--- src/rtl/inst_encoder_pkg.sv ---
// Shared encoding constants for the instruction encoder: operand types, ALU codes,
// RV32IM opcodes/funct values, instruction formats and the buffered word type.
package inst_encoder_pkg;

  localparam logic [1:0] OP_TYPE_NONE = 2'd0;
  localparam logic [1:0] OP_TYPE_REG  = 2'd1;
  localparam logic [1:0] OP_TYPE_IMM  = 2'd2;
  localparam logic [1:0] OP_TYPE_PC   = 2'd3;

  localparam logic [5:0] ALU_LUI    = 6'd0;
  localparam logic [5:0] ALU_JAL    = 6'd1;
  localparam logic [5:0] ALU_JALR   = 6'd2;
  localparam logic [5:0] ALU_BEQ    = 6'd3;
  localparam logic [5:0] ALU_BNE    = 6'd4;
  localparam logic [5:0] ALU_BLT    = 6'd5;
  localparam logic [5:0] ALU_BGE    = 6'd6;
  localparam logic [5:0] ALU_BLTU   = 6'd7;
  localparam logic [5:0] ALU_BGEU   = 6'd8;
  localparam logic [5:0] ALU_LB     = 6'd9;
  localparam logic [5:0] ALU_LH     = 6'd10;
  localparam logic [5:0] ALU_LW     = 6'd11;
  localparam logic [5:0] ALU_LBU    = 6'd12;
  localparam logic [5:0] ALU_LHU    = 6'd13;
  localparam logic [5:0] ALU_SB     = 6'd14;
  localparam logic [5:0] ALU_SH     = 6'd15;
  localparam logic [5:0] ALU_SW     = 6'd16;
  localparam logic [5:0] ALU_ADD    = 6'd17;
  localparam logic [5:0] ALU_SUB    = 6'd18;
  localparam logic [5:0] ALU_SLT    = 6'd19;
  localparam logic [5:0] ALU_SLTU   = 6'd20;
  localparam logic [5:0] ALU_XOR    = 6'd21;
  localparam logic [5:0] ALU_OR     = 6'd22;
  localparam logic [5:0] ALU_AND    = 6'd23;
  localparam logic [5:0] ALU_SLL    = 6'd24;
  localparam logic [5:0] ALU_SRL    = 6'd25;
  localparam logic [5:0] ALU_SRA    = 6'd26;
  localparam logic [5:0] ALU_MUL    = 6'd27;
  localparam logic [5:0] ALU_MULH   = 6'd28;
  localparam logic [5:0] ALU_MULHSU = 6'd29;
  localparam logic [5:0] ALU_MULHU  = 6'd30;
  localparam logic [5:0] ALU_DIV    = 6'd31;
  localparam logic [5:0] ALU_DIVU   = 6'd32;
  localparam logic [5:0] ALU_REM    = 6'd33;
  localparam logic [5:0] ALU_REMU   = 6'd34;
  localparam logic [5:0] ALU_NOP    = 6'd63;

  localparam logic [6:0] OPC_OP     = 7'b0110011;
  localparam logic [6:0] OPC_OPIMM  = 7'b0010011;
  localparam logic [6:0] OPC_AUIPC  = 7'b0010111;
  localparam logic [6:0] OPC_LUI    = 7'b0110111;
  localparam logic [6:0] OPC_LOAD   = 7'b0000011;
  localparam logic [6:0] OPC_STORE  = 7'b0100011;
  localparam logic [6:0] OPC_BRANCH = 7'b1100011;
  localparam logic [6:0] OPC_JAL    = 7'b1101111;
  localparam logic [6:0] OPC_JALR   = 7'b1100111;

  localparam logic [6:0] F7_ZERO    = 7'b0000000;
  localparam logic [6:0] F7_ALT     = 7'b0100000;
  localparam logic [6:0] F7_MULDIV  = 7'b0000001;

  typedef enum logic [2:0] {FMT_R, FMT_I, FMT_SH, FMT_S, FMT_B, FMT_U, FMT_J} fmt_e;

  typedef struct packed {
    logic [31:0] word;
    logic        illegal;
  } enc_word_t;

  function automatic logic [2:0] funct3_of(input logic [5:0] alu);
    case (alu)
      ALU_SLL,  ALU_MULH,   ALU_LH,  ALU_SH,  ALU_BNE:  return 3'b001;
      ALU_SLT,  ALU_MULHSU, ALU_LW,  ALU_SW:            return 3'b010;
      ALU_SLTU, ALU_MULHU:                              return 3'b011;
      ALU_XOR,  ALU_DIV,    ALU_LBU, ALU_BLT:           return 3'b100;
      ALU_SRL,  ALU_SRA,    ALU_DIVU, ALU_LHU, ALU_BGE: return 3'b101;
      ALU_OR,   ALU_REM,    ALU_BLTU:                   return 3'b110;
      ALU_AND,  ALU_REMU,   ALU_BGEU:                   return 3'b111;
      default:                                          return 3'b000;
    endcase
  endfunction

endpackage

--- src/rtl/inst_encoder_if.sv ---
// Field-stream input and machine-word output handshakes of the instruction encoder.
interface inst_encoder_if #(parameter int ADDR_W = 16);
  logic              in_valid;
  logic              in_ready;
  logic [5:0]        in_alucode;
  logic [1:0]        in_op1_type;
  logic [1:0]        in_op2_type;
  logic [4:0]        in_rs1;
  logic [4:0]        in_rs2;
  logic [4:0]        in_rd;
  logic [31:0]       in_imm;
  logic              in_halt;
  logic              out_valid;
  logic              out_ready;
  logic [31:0]       out_word;
  logic [ADDR_W-1:0] out_addr;
  logic              out_illegal;
  logic              err_sticky;

  modport master (
    output in_valid, in_alucode, in_op1_type, in_op2_type, in_rs1, in_rs2, in_rd,
           in_imm, in_halt, out_ready,
    input  in_ready, out_valid, out_word, out_addr, out_illegal, err_sticky
  );

  modport slave (
    input  in_valid, in_alucode, in_op1_type, in_op2_type, in_rs1, in_rs2, in_rd,
           in_imm, in_halt, out_ready,
    output in_ready, out_valid, out_word, out_addr, out_illegal, err_sticky
  );
endinterface

--- src/rtl/inst_encoder_pack.sv ---
// Combinational field-to-word packer: picks opcode/format from the ALU code and operand
// types, checks the immediate fits the format, and substitutes word 0 for halt/illegal.
module inst_pack
  import inst_encoder_pkg::*;
(
  input  logic [5:0]  i_alucode,
  input  logic [1:0]  i_op1_type,
  input  logic [1:0]  i_op2_type,
  input  logic [4:0]  i_rs1,
  input  logic [4:0]  i_rs2,
  input  logic [4:0]  i_rd,
  input  logic [31:0] i_imm,
  input  logic        i_halt,
  output enc_word_t   o_enc
);

  fmt_e        w_fmt;
  logic [6:0]  w_opcode;
  logic [6:0]  w_f7;
  logic [2:0]  w_f3;
  logic        w_unmapped;
  logic        w_imm_ok;
  logic        w_bad;
  logic [31:0] w_word;
  logic        w_arith, w_muldiv, w_shift, w_load, w_store, w_branch;
  logic        w_src_rr, w_src_ri, w_src_ipc;

  assign w_f3      = funct3_of(i_alucode);
  assign w_arith   = (i_alucode >= ALU_ADD) && (i_alucode <= ALU_SRA);
  assign w_muldiv  = (i_alucode >= ALU_MUL) && (i_alucode <= ALU_REMU);
  assign w_shift   = (i_alucode >= ALU_SLL) && (i_alucode <= ALU_SRA);
  assign w_load    = (i_alucode >= ALU_LB)  && (i_alucode <= ALU_LHU);
  assign w_store   = (i_alucode >= ALU_SB)  && (i_alucode <= ALU_SW);
  assign w_branch  = (i_alucode >= ALU_BEQ) && (i_alucode <= ALU_BGEU);
  assign w_src_rr  = (i_op1_type == OP_TYPE_REG) && (i_op2_type == OP_TYPE_REG);
  assign w_src_ri  = (i_op1_type == OP_TYPE_REG) && (i_op2_type == OP_TYPE_IMM);
  assign w_src_ipc = (i_op1_type == OP_TYPE_IMM) && (i_op2_type == OP_TYPE_PC);

  // NOTE: every signal gets a default first so no path through the decode infers a latch.
  always_comb begin
    w_fmt      = FMT_R;
    w_opcode   = 7'b0;
    w_f7       = F7_ZERO;
    w_unmapped = 1'b0;
    if (w_arith) begin
      w_f7 = ((i_alucode == ALU_SUB) || (i_alucode == ALU_SRA)) ? F7_ALT : F7_ZERO;
      if (w_src_rr) begin
        w_opcode = OPC_OP;
      end else if (w_src_ri && (i_alucode != ALU_SUB)) begin
        w_fmt    = w_shift ? FMT_SH : FMT_I;
        w_opcode = OPC_OPIMM;
      end else if (w_src_ipc && (i_alucode == ALU_ADD)) begin
        w_fmt    = FMT_U;
        w_opcode = OPC_AUIPC;
      end else begin
        w_unmapped = 1'b1;
      end
    end else if (w_muldiv) begin
      w_f7       = F7_MULDIV;
      w_opcode   = OPC_OP;
      w_unmapped = !w_src_rr;
    end else if (w_load) begin
      w_fmt    = FMT_I;
      w_opcode = OPC_LOAD;
    end else if (w_store) begin
      w_fmt    = FMT_S;
      w_opcode = OPC_STORE;
    end else if (w_branch) begin
      w_fmt    = FMT_B;
      w_opcode = OPC_BRANCH;
    end else if (i_alucode == ALU_LUI) begin
      w_fmt    = FMT_U;
      w_opcode = OPC_LUI;
    end else if (i_alucode == ALU_JAL) begin
      w_fmt    = FMT_J;
      w_opcode = OPC_JAL;
    end else if (i_alucode == ALU_JALR) begin
      w_fmt    = FMT_I;
      w_opcode = OPC_JALR;
    end else begin
      w_unmapped = 1'b1;
    end
  end

  // Each format accepts only immediates its bit layout can reproduce exactly.
  always_comb begin
    case (w_fmt)
      FMT_I, FMT_S: w_imm_ok = (&i_imm[31:11]) || !(|i_imm[31:11]);
      FMT_SH:       w_imm_ok = !(|i_imm[31:5]);
      FMT_B:        w_imm_ok = ((&i_imm[31:12]) || !(|i_imm[31:12])) && !i_imm[0];
      FMT_J:        w_imm_ok = ((&i_imm[31:20]) || !(|i_imm[31:20])) && !i_imm[0];
      FMT_U:        w_imm_ok = !(|i_imm[11:0]);
      default:      w_imm_ok = 1'b1;
    endcase
  end

  always_comb begin
    case (w_fmt)
      FMT_I:   w_word = {i_imm[11:0], i_rs1, w_f3, i_rd, w_opcode};
      FMT_SH:  w_word = {w_f7, i_imm[4:0], i_rs1, w_f3, i_rd, w_opcode};
      FMT_S:   w_word = {i_imm[11:5], i_rs2, i_rs1, w_f3, i_imm[4:0], w_opcode};
      FMT_B:   w_word = {i_imm[12], i_imm[10:5], i_rs2, i_rs1, w_f3, i_imm[4:1], i_imm[11],
                         w_opcode};
      FMT_U:   w_word = {i_imm[31:12], i_rd, w_opcode};
      FMT_J:   w_word = {i_imm[20], i_imm[10:1], i_imm[11], i_imm[19:12], i_rd, w_opcode};
      default: w_word = {w_f7, i_rs2, i_rs1, w_f3, i_rd, w_opcode};
    endcase
  end

  assign w_bad         = w_unmapped || !w_imm_ok;
  assign o_enc.word    = (i_halt || w_bad) ? 32'h0000_0000 : w_word;
  assign o_enc.illegal = !i_halt && w_bad;

endmodule

--- src/rtl/inst_encoder.sv ---
// RV32IM instruction encoder: packs one field set per accepted transfer into a machine
// word, queues it in a 2-entry FIFO and tags each emitted word with its byte address.
module inst_encoder
  import inst_encoder_pkg::*;
#(
  parameter int ADDR_W    = 16,
  parameter int BASE_ADDR = 0
) (
  input logic          clk,
  input logic          rst_n,
  inst_encoder_if.slave bus
);

  localparam logic [ADDR_W-1:0] BASE = ADDR_W'(BASE_ADDR);

  enc_word_t         w_enc;
  enc_word_t         r_mem [2];
  logic              r_wr_ptr;
  logic              r_rd_ptr;
  logic [1:0]        r_count;
  logic [1:0]        w_count_nxt;
  logic              r_in_ready;
  logic [ADDR_W-1:0] r_addr;
  logic              r_err;
  logic              w_push;
  logic              w_pop;

  inst_pack u_pack (
    .i_alucode  (bus.in_alucode),
    .i_op1_type (bus.in_op1_type),
    .i_op2_type (bus.in_op2_type),
    .i_rs1      (bus.in_rs1),
    .i_rs2      (bus.in_rs2),
    .i_rd       (bus.in_rd),
    .i_imm      (bus.in_imm),
    .i_halt     (bus.in_halt),
    .o_enc      (w_enc)
  );

  assign w_push      = bus.in_valid && r_in_ready;
  assign w_pop       = (r_count != 2'd0) && bus.out_ready;
  assign w_count_nxt = r_count + 2'(w_push) - 2'(w_pop);

  // NOTE: state updates use non-blocking assignments so every register samples pre-edge values.
  always_ff @(posedge clk or negedge rst_n) begin
    if (!rst_n) begin
      // NOTE: the two buffer entries are reset because the head drives out_word, which must read 0 after reset.
      r_mem[0]   <= '0;
      r_mem[1]   <= '0;
      r_wr_ptr   <= 1'b0;
      r_rd_ptr   <= 1'b0;
      r_count    <= 2'd0;
      r_in_ready <= 1'b1;
      r_addr     <= BASE;
      r_err      <= 1'b0;
    end else begin
      if (w_push) begin
        r_mem[r_wr_ptr] <= w_enc;
        r_wr_ptr        <= !r_wr_ptr;
        if (w_enc.illegal) r_err <= 1'b1;
      end
      if (w_pop) begin
        r_rd_ptr <= !r_rd_ptr;
        r_addr   <= r_addr + ADDR_W'(4);
      end
      r_count    <= w_count_nxt;
      // Ready is precomputed from the next occupancy, so out_ready never reaches in_ready combinationally.
      r_in_ready <= (w_count_nxt != 2'd2);
    end
  end

  assign bus.in_ready    = r_in_ready;
  assign bus.out_valid   = (r_count != 2'd0);
  assign bus.out_word    = r_mem[r_rd_ptr].word;
  assign bus.out_illegal = r_mem[r_rd_ptr].illegal;
  assign bus.out_addr    = r_addr;
  assign bus.err_sticky  = r_err;

endmodule
--- src/flat_wrapper.sv ---
// flat-port wrapper written by rule: the top's interface ports become plain ports
module inst_encoder_flat import inst_encoder_pkg::*;
#(
  parameter int ADDR_W    = 16,
  parameter int BASE_ADDR = 0
)
  (clk, rst_n, bus_in_valid, bus_in_alucode, bus_in_op1_type, bus_in_op2_type, bus_in_rs1, bus_in_rs2, bus_in_rd, bus_in_imm, bus_in_halt, bus_out_ready, bus_in_ready, bus_out_valid, bus_out_word, bus_out_addr, bus_out_illegal, bus_err_sticky);
  inst_encoder_if #(.ADDR_W(ADDR_W)) bus_i ();
  input logic clk;
  input logic rst_n;
  input wire logic [$bits(bus_i.in_valid)-1:0] bus_in_valid;
  input wire logic [$bits(bus_i.in_alucode)-1:0] bus_in_alucode;
  input wire logic [$bits(bus_i.in_op1_type)-1:0] bus_in_op1_type;
  input wire logic [$bits(bus_i.in_op2_type)-1:0] bus_in_op2_type;
  input wire logic [$bits(bus_i.in_rs1)-1:0] bus_in_rs1;
  input wire logic [$bits(bus_i.in_rs2)-1:0] bus_in_rs2;
  input wire logic [$bits(bus_i.in_rd)-1:0] bus_in_rd;
  input wire logic [$bits(bus_i.in_imm)-1:0] bus_in_imm;
  input wire logic [$bits(bus_i.in_halt)-1:0] bus_in_halt;
  input wire logic [$bits(bus_i.out_ready)-1:0] bus_out_ready;
  output wire logic [$bits(bus_i.in_ready)-1:0] bus_in_ready;
  output wire logic [$bits(bus_i.out_valid)-1:0] bus_out_valid;
  output wire logic [$bits(bus_i.out_word)-1:0] bus_out_word;
  output wire logic [$bits(bus_i.out_addr)-1:0] bus_out_addr;
  output wire logic [$bits(bus_i.out_illegal)-1:0] bus_out_illegal;
  output wire logic [$bits(bus_i.err_sticky)-1:0] bus_err_sticky;
  assign bus_i.in_valid = bus_in_valid;
  assign bus_i.in_alucode = bus_in_alucode;
  assign bus_i.in_op1_type = bus_in_op1_type;
  assign bus_i.in_op2_type = bus_in_op2_type;
  assign bus_i.in_rs1 = bus_in_rs1;
  assign bus_i.in_rs2 = bus_in_rs2;
  assign bus_i.in_rd = bus_in_rd;
  assign bus_i.in_imm = bus_in_imm;
  assign bus_i.in_halt = bus_in_halt;
  assign bus_i.out_ready = bus_out_ready;
  assign bus_in_ready = bus_i.in_ready;
  assign bus_out_valid = bus_i.out_valid;
  assign bus_out_word = bus_i.out_word;
  assign bus_out_addr = bus_i.out_addr;
  assign bus_out_illegal = bus_i.out_illegal;
  assign bus_err_sticky = bus_i.err_sticky;
  inst_encoder #(.ADDR_W(ADDR_W), .BASE_ADDR(BASE_ADDR)) u_core (.clk(clk), .rst_n(rst_n), .bus(bus_i));
endmodule
--- config.mk ---
export PLATFORM = sky130hd
export DESIGN_NAME = inst_encoder_flat
export DESIGN_NICKNAME = d
export VERILOG_FILES = /design/src/rtl/inst_encoder_pkg.sv /design/src/rtl/inst_encoder_if.sv /design/src/rtl/inst_encoder_pack.sv /design/src/rtl/inst_encoder.sv /design/src/flat_wrapper.sv
export SDC_FILE = /design/constraint.sdc
export NUM_CORES = 1
export LEC_CHECK = 0
export ABC_AREA = 1
export CORE_ASPECT_RATIO = 2
export CORE_MARGIN = 3
export CORE_UTILIZATION = 35
export DETAILED_ROUTE_END_ITERATION = 10
export PLACE_DENSITY_LB_ADDON = 0.15
export SYNTH_ARGS = -nofsm -noshare
export SYNTH_HDL_FRONTEND = slang
export SYNTH_HIERARCHICAL = 1
export SYNTH_SLANG_ARGS = --single-unit
--- constraint.sdc ---
create_clock -name clk -period 2.7 [get_ports clk]
set_input_delay 0.54 -clock clk [delete_from_list [all_inputs] [get_ports clk]]
set_output_delay 0.54 -clock clk [all_outputs]
set_load 0.005 [all_outputs]
==> results of run 1 <==
==> final cells by class <==
class	instances	area (µm²)
clock buffer	9	225.2
clock inverter	7	105.1
fill	1558	7412
inverter	96	367.9
multi-input combinational	614	3152
sequential	86	2153
tap	201	251.5
timing repair buffer	226	2111
==> flip-flops by register name (all words and copies together) (netlist names) <==
register	count
u_core/bus.err_sticky	1
u_core/r_mem	66
u_core/r_count	2
u_core/bus.out_addr	14
u_core/bus.in_ready	1
u_core/r_wr_ptr	1
u_core/r_rd_ptr	1
==> power by group <==
part | switching (W) | total, W | internal, W
Clock | 0.000532 | 0.00135 | 0.000823
Sequential | 0.000169 | 0.00170 | 0.00154
Combinational | 0.00106 | 0.00192 | 0.000864
Total | 0.00176 | 0.00498 | 0.00322
==> cells by family (layout without fill, tap and decap cells) <==
| logic type | after synthesis | count (layout) |
|---|---|---|
| AND/OR/NAND/NOR | 470 | 470 |
| other | 1 | 2 |
| XOR/XNOR | 10 | 10 |
| AO/OA/AOI/OAI | 122 | 122 |
| buffers and inverters | 129 | 338 |
| adder cells (fa/ha/maj) | 10 | 10 |
| flip-flops | 86 | 86 |
==> worst paths after layout <==
kind / from / end / cells past startpoint
max reg2reg: u_core/r_count[1] / u_core/bus.in_ready / 7
max: bus_in_imm[29] / u_core/r_mem[38] / 15
max in group asynchronous: rst_n / u_core/r_mem[61] / 2
min: rst_n / u_core/r_rd_ptr / 1
min in group clk: u_core/r_mem[45] / u_core/r_mem[45] / 2
min reg2reg: u_core/r_mem[45] / u_core/r_mem[45] / 2
==> Yosys cell counts, types with 2 or more instances <==
master    instances  share of area [%]
inv_1            91                6.1
nand2_1         290                 19
inv_2             4               0.27
nor4_1            2               0.22
a21boi_0          4               0.53
nor3_1            4               0.36
dfrtp_1          85                 38
a22oi_1           4               0.53
a21boi_1          2               0.27
ha_1             10                2.2
clkbuf_1          6               0.40
nor2_4            4               0.80
nand3_1          39                3.5
a221oi_1          2               0.31
nor2_1           98                6.5
xor2_1            7                1.1
xnor2_1           3               0.47
nand2_2           6               0.67
a211oi_1          2               0.27
buf_2             5               0.44
nand3_2           3               0.53
buf_4             7               0.93
o21ai_2           5               0.78
nor2_2            5               0.56
o21ai_1          27                2.4
nand4_1          14                1.6
buf_6            14                2.8
o21ai_0          57                5.1
a21oi_1          13                1.2
or2_2             2               0.22
nand3b_1          2               0.27
==> worst register-to-register path, cell delays in order (launching register included) <==
cell	delay (ns)
dfrtp_1	0.42
o21ai_2	0.40
nand2_1	0.09
nand2_1	0.09
ha_1	0.15
xnor2_1	0.13
xor2_1	0.22
nand2_1	0.07
==> through the flow <==
stage	TNS, ns	std cells	setup WS, ns	cell area (µm²)
6_report	0	1239	0.09839	8366
3_5_place_dp	-41.92	1204	-0.7023	7513
4_1_cts	-0.01728	1232	-0.007144	8185
5_1_grt	-0.1527	1239	-0.02059	8366
2_1_floorplan	0	829	0.3104	5630
3_3_place_gp	-43.91	1204	-0.7238	7513
==> routing by layer <==
layer | vias to the layer above | global-route usage (%)
met5 | - | 0
met4 | 0 | 14.48
met3 | 64 | 2.724
met2 | 147 | 43.34
met1 | 2764 | 21.13
li1 | 3016 | -
==> repair_timing <==
action                                  CTS  global route
cloned                                    2             0
hold buffers                              0             0
setup buffers                            10             7
endpoints found under the setup margin   67            67
pin swaps                                14            33
resized for setup                        75            79
==> impl_metrics.json, run 1 <==
{
  "status": "finished clean",
  "ys_types": 42,
  "std_cell_rows": 65,
  "area_delta_synth_final_pct": 48.68,
  "grt_setup_unrepaired": "yes",
  "timing.critical_path.cells": "clkdlybuf4s50_1 -> or2_4 -> or2_4 -> nor2_4 -> nand3_2 -> o21ai_0 -> inv_1 -> nor2_2 -> nor2_1 -> nand4_1 -> nand3_4 -> bufbuf_16 -> nor2_1 -> inv_1 -> o21ai_1",
  "required_ns": 2.96,
  "n_antenna_cell": 0,
  "synth_edf_count": 0,
  "antenna_found_initial": 0,
  "ir_drop_v": 0.0003539,
  "dr.max_layer_used": "met4",
  "setup_viol": 0,
  "core-area_um2": 15780,
  "hold_path_class": "in -> async",
  "mappedNetlistArea_um2": 5627,
  "nets": 1105,
  "path_delay_family": "simple AND/OR/NAND/NOR gates",
  "grt_pass1_wl_um": 29950,
  "synth-simple-area-share_pct": 34.69,
  "grt_max_degree": 67,
  "hold_viol": 0,
  "synthMuxAreaShare_pct": 0,
  "overflow": 0,
  "dp_hpwl_um": 15050,
  "dieHeight_um": 185.3,
  "synth_xor_area_share_pct": 1.557,
  "yosysWarnings": 6,
  "critPathMaxStageDelay_ns": 0.42,
  "critical_path.max_fanout": 4,
  "synth_top_family_by_area": "simple AND/OR/NAND/NOR gates",
  "ant_nets": 0,
  "synth.avg_cell_area_um2": 6.795,
  "synth_compound_area_share_pct": 12.12,
  "cts.sinks": 86,
  "clock_latency_ns": 0.33,
  "vias": 5991,
  "cts_tree": "built",
  "route.detailed.drc": 0,
  "layout_commonest_cell": "nand2_1",
  "endpoint_kind": "register",
  "wl_met2_um": 11020,
  "yosys_most_used_dff": "dfrtp_1",
  "cts_max_path_buffers": 2,
  "synth_seq_cells": 86,
  "htree_num_levels": 3,
  "drt-met1-wl_um": 6369,
  "drtIter0Drc": 249,
  "syn_inst": 828,
  "io_buffers": 111,
  "worst_pin_slew_ns": 0.5318,
  "holdWs_ns": 0.1793,
  "drt-total-wl_um": 19280,
  "grt.total_usage_pct": 22.42,
  "initial_core_util_pct": 35.66,
  "final_layout_size_suffix_gt1_share_pct": 23.22,
  "drv_slew": 0,
  "crit_buf_inv": 4,
  "maxCapViolations": 0,
  "slew-limit-headroom_pct": 64.55,
  "cts_buffers": 9,
  "cp.arrival_ns": 2.86,
  "fin_crit_sh_pct": 96.36,
  "wl_per_cell_um": 15.56,
  "critPathLaunchType": "input port",
  "critPathKind": "in -> reg",
  "cts-root-buf": "clkbuf_16",
  "cts.clk_slew.worst_paths_ns": 0.07,
  "leakage_nw": 3.962,
  "finalPower_w": 0.004979,
  "p_per_area_nw_per_um2": 595.2,
  "async_reset_ff_share_pct": 100.0,
  "met3_length_um": 570,
  "chipWidth_um": 95.66,
  "rrSetupSlack_ns": 1.06,
  "ios": 114,
  "first_pass_iters": 7,
  "via_per_inst": 4.835,
  "layout_common_cells": "nand2_1 (280), clkdlybuf4s50_1 (100), buf_4 (100), dfrtp_1 (85), inv_1 (83)",
  "grt_pass1_vias": 5976,
  "cp_slowest_cell": "clkdlybuf4s50_1",
  "fmaxAchievable_mhz": 384.4,
  "gp_congestion": 0.9803,
  "yosys.area_share.adder_pct": 2.224,
  "ys_seq_area_share_pct": 38.27,
  "min_period_ns": 2.602,
  "clock_skew_ns": 0.006033,
  "dieArea_um2": 17730,
  "post-route-util_pct": 53.02
}
Note: power is estimated with default switching activity, not from simulation.
==> run 2, diff against run 1 <==
--- a/config.mk
+++ b/config.mk
@@ -10,6 +10,7 @@
 export CORE_MARGIN = 3
 export CORE_UTILIZATION = 35
 export DETAILED_ROUTE_END_ITERATION = 10
+export GPL_ROUTABILITY_DRIVEN = 0
 export PLACE_DENSITY_LB_ADDON = 0.15
 export SYNTH_ARGS = -nofsm -noshare
 export SYNTH_HDL_FRONTEND = slang
==> run 2 against run 1 <==
Effect of this change:
- first-iteration DRC count shrank 14%
- cell count is essentially flat
- combinational power is essentially flat
- sequential share of layout area is essentially flat
- routed wire length shrank 2.9%
- sequential power is essentially flat
- clock power shrank 11%
- non-clock buffer count is the same
- critical path depth grew 2
- register-to-register slack is essentially flat
==> impl_metrics.json, run 2 (same netlist as run 1, synthesis figures left out) <==
{
  "status": "finished clean",
  "grt.total_usage_pct": 21.17,
  "dieHeight_um": 185.3,
  "ios": 114,
  "core-area_um2": 15780,
  "cts_buffers": 9,
  "critical_path.max_fanout": 7,
  "hold_viol": 0,
  "p_sw_w": 0.001688,
  "chipWidth_um": 95.66,
  "required_ns": 2.96,
  "layout_common_cells": "nand2_1 (277), clkdlybuf4s50_1 (100), buf_4 (97), dfrtp_1 (85), inv_1 (81)",
  "finalPower_w": 0.004815,
  "cts_tree": "built",
  "grt_setup_unrepaired": "yes",
  "antenna_found_initial": 0,
  "clkPwrFrac_pct": 25.0,
  "n_antenna_cell": 0,
  "place_area_um2": 7541,
  "top_register": "u_core/r_mem",
  "clock_skew_ns": 0.003385,
  "leakage_nw": 3.929,
  "maxCapViolations": 0,
  "critPathLaunchType": "input port",
  "p_seq_share_pct": 35.4,
  "hold_path_class": "in -> async",
  "std_cell_rows": 65,
  "htree_num_levels": 3,
  "critPathKind": "in -> reg",
  "grt_pass1_wl_um": 28570,
  "min_period_ns": 2.690,
  "vias": 6001,
  "overflow": 0,
  "clock_latency_ns": 0.33,
  "endpoint_kind": "register",
  "drv_slew": 0,
  "fin_crit_sh_pct": 99.65,
  "cts-root-buf": "clkbuf_16",
  "combPwrFrac_pct": 39.6,
  "p_per_area_nw_per_um2": 576.5,
  "ant_nets": 0,
  "setup_viol": 0,
  "p_int_w": 0.003127,
  "initial_core_util_pct": 35.66,
  "area_delta_synth_final_pct": 48.43,
  "nets": 1105,
  "dp_hpwl_um": 14440,
  "ir_drop_v": 0.0003221,
  "fmaxAchievable_mhz": 371.7,
  "grt_max_degree": 49,
  "layout_commonest_cell": "nand2_1",
  "via_per_inst": 4.847,
  "dieArea_um2": 17730,
  "hold_buffers": 0,
  "route.detailed.drc": 0,
  "io_buffers": 111,
  "cts.sinks": 86,
  "final_layout_size_suffix_gt1_share_pct": 23.53,
  "cts.clk_slew.worst_paths_ns": 0.06,
  "grt_pass1_vias": 5729,
  "largest_register_ffs": 66,
  "cp.arrival_ns": 2.95,
  "fin_area_um2": 8352,
  "drtIter0Drc": 215,
  "wl_per_cell_um": 15.12,
  "swShare_pct": 35.05,
  "cts_max_path_buffers": 2,
  "first_pass_iters": 5,
  "drt-total-wl_um": 18720
}
run 2: cell count changes in the layout (fill, tap and decap cells not counted), sizes merged:
cell / change
buf: +1
bufbuf: -1
bufinv: -1
clkdlybuf4s15: +1
dlygate4sd2: +1
inv: -2
run 2: path summary, 6_finish.rpt:
path | end | cells past startpoint | startpoint | slack [ns]
setup / recovery | u_core/r_mem[12] | 17 | bus_in_alucode[3] | 0.01
hold / removal | u_core/r_count[0] | 1 | rst_n | 0.12
setup reg to reg | u_core/bus.in_ready | 7 | u_core/r_count[1] | 1.06
hold reg to reg | u_core/bus.err_sticky | 1 | u_core/bus.err_sticky | 0.48
max in group asynchronous | u_core/r_mem[41] | 2 | rst_n | 1.93
min in group clk | u_core/bus.err_sticky | 1 | u_core/bus.err_sticky | 0.48
run 2: cell type report:
| class | instances | area, µm² |
|---|---|---|
| Fill cell | 1618 | 7426 |
| Multi-Input combinational cell | 614 | 3179 |
| Sequential cell | 86 | 2153 |
| Timing Repair Buffer | 226 | 2117 |
| Inverter | 96 | 360.3 |
| Tap cell | 201 | 251.5 |
| Clock buffer | 11 | 242.7 |
| Clock inverter | 4 | 47.55 |
run 2: power by group through the flow:
stage               sequential, W  combinational [W]  clock, W
floorplan                 0.00170           0.000995         0
global route              0.00174            0.00211   0.00129
finish                    0.00171            0.00191   0.00120
detailed placement        0.00173            0.00179         0
CTS                       0.00171            0.00186   0.00123
global placement          0.00172            0.00179         0
run 2: worst max-delay path, stage by stage:
cell and delay [ns]:
dlygate4sd2_1 0.25, buf_6 0.13, nor2_4 0.10, buf_12 0.14
nand3_4 0.12, nand3_4 0.10, nand2_4 0.08, nor2_4 0.21
nand2_2 0.10, nand2_2 0.12, nand4_1 0.12, nand4_1 0.22
nand3_4 0.22, buf_8 0.20, nor2_1 0.10, inv_1 0.07
o21ai_1 0.12
run 2: per-stage QoR:
step	TNS, ns	hold slack (ns)	worst slack (ns)	instances	util (%)
4_1_cts	0	0.1260	0.003719	1229	51.34
3_5_place_dp	-41.19	0.4668	-0.6661	1206	47.80
3_3_place_gp	-43.07	0.4653	-0.6900	1206	47.80
5_1_grt	-6.717	0.1351	-0.1290	1238	52.93
6_report	0	0.1245	0.009514	1238	52.93
2_1_floorplan	0	0.2444	0.3104	829	-
run 2: repair_timing:
action / 4_1_cts / 5_1_grt
setup buffers: 7 / 9
resized for setup: 67 / 98
endpoints found under the setup margin: 67 / 67
gates cloned: 1 / 0
pin swaps: 17 / 44
run 2: layer usage:
layer	vias to the layer above	global-route usage (%)	wire, µm
li1	3010	-	-
met1	2759	21.54	6471
met2	175	40.24	10520
met3	57	2.358	644
met4	0	11.80	1083
met5	-	0	0
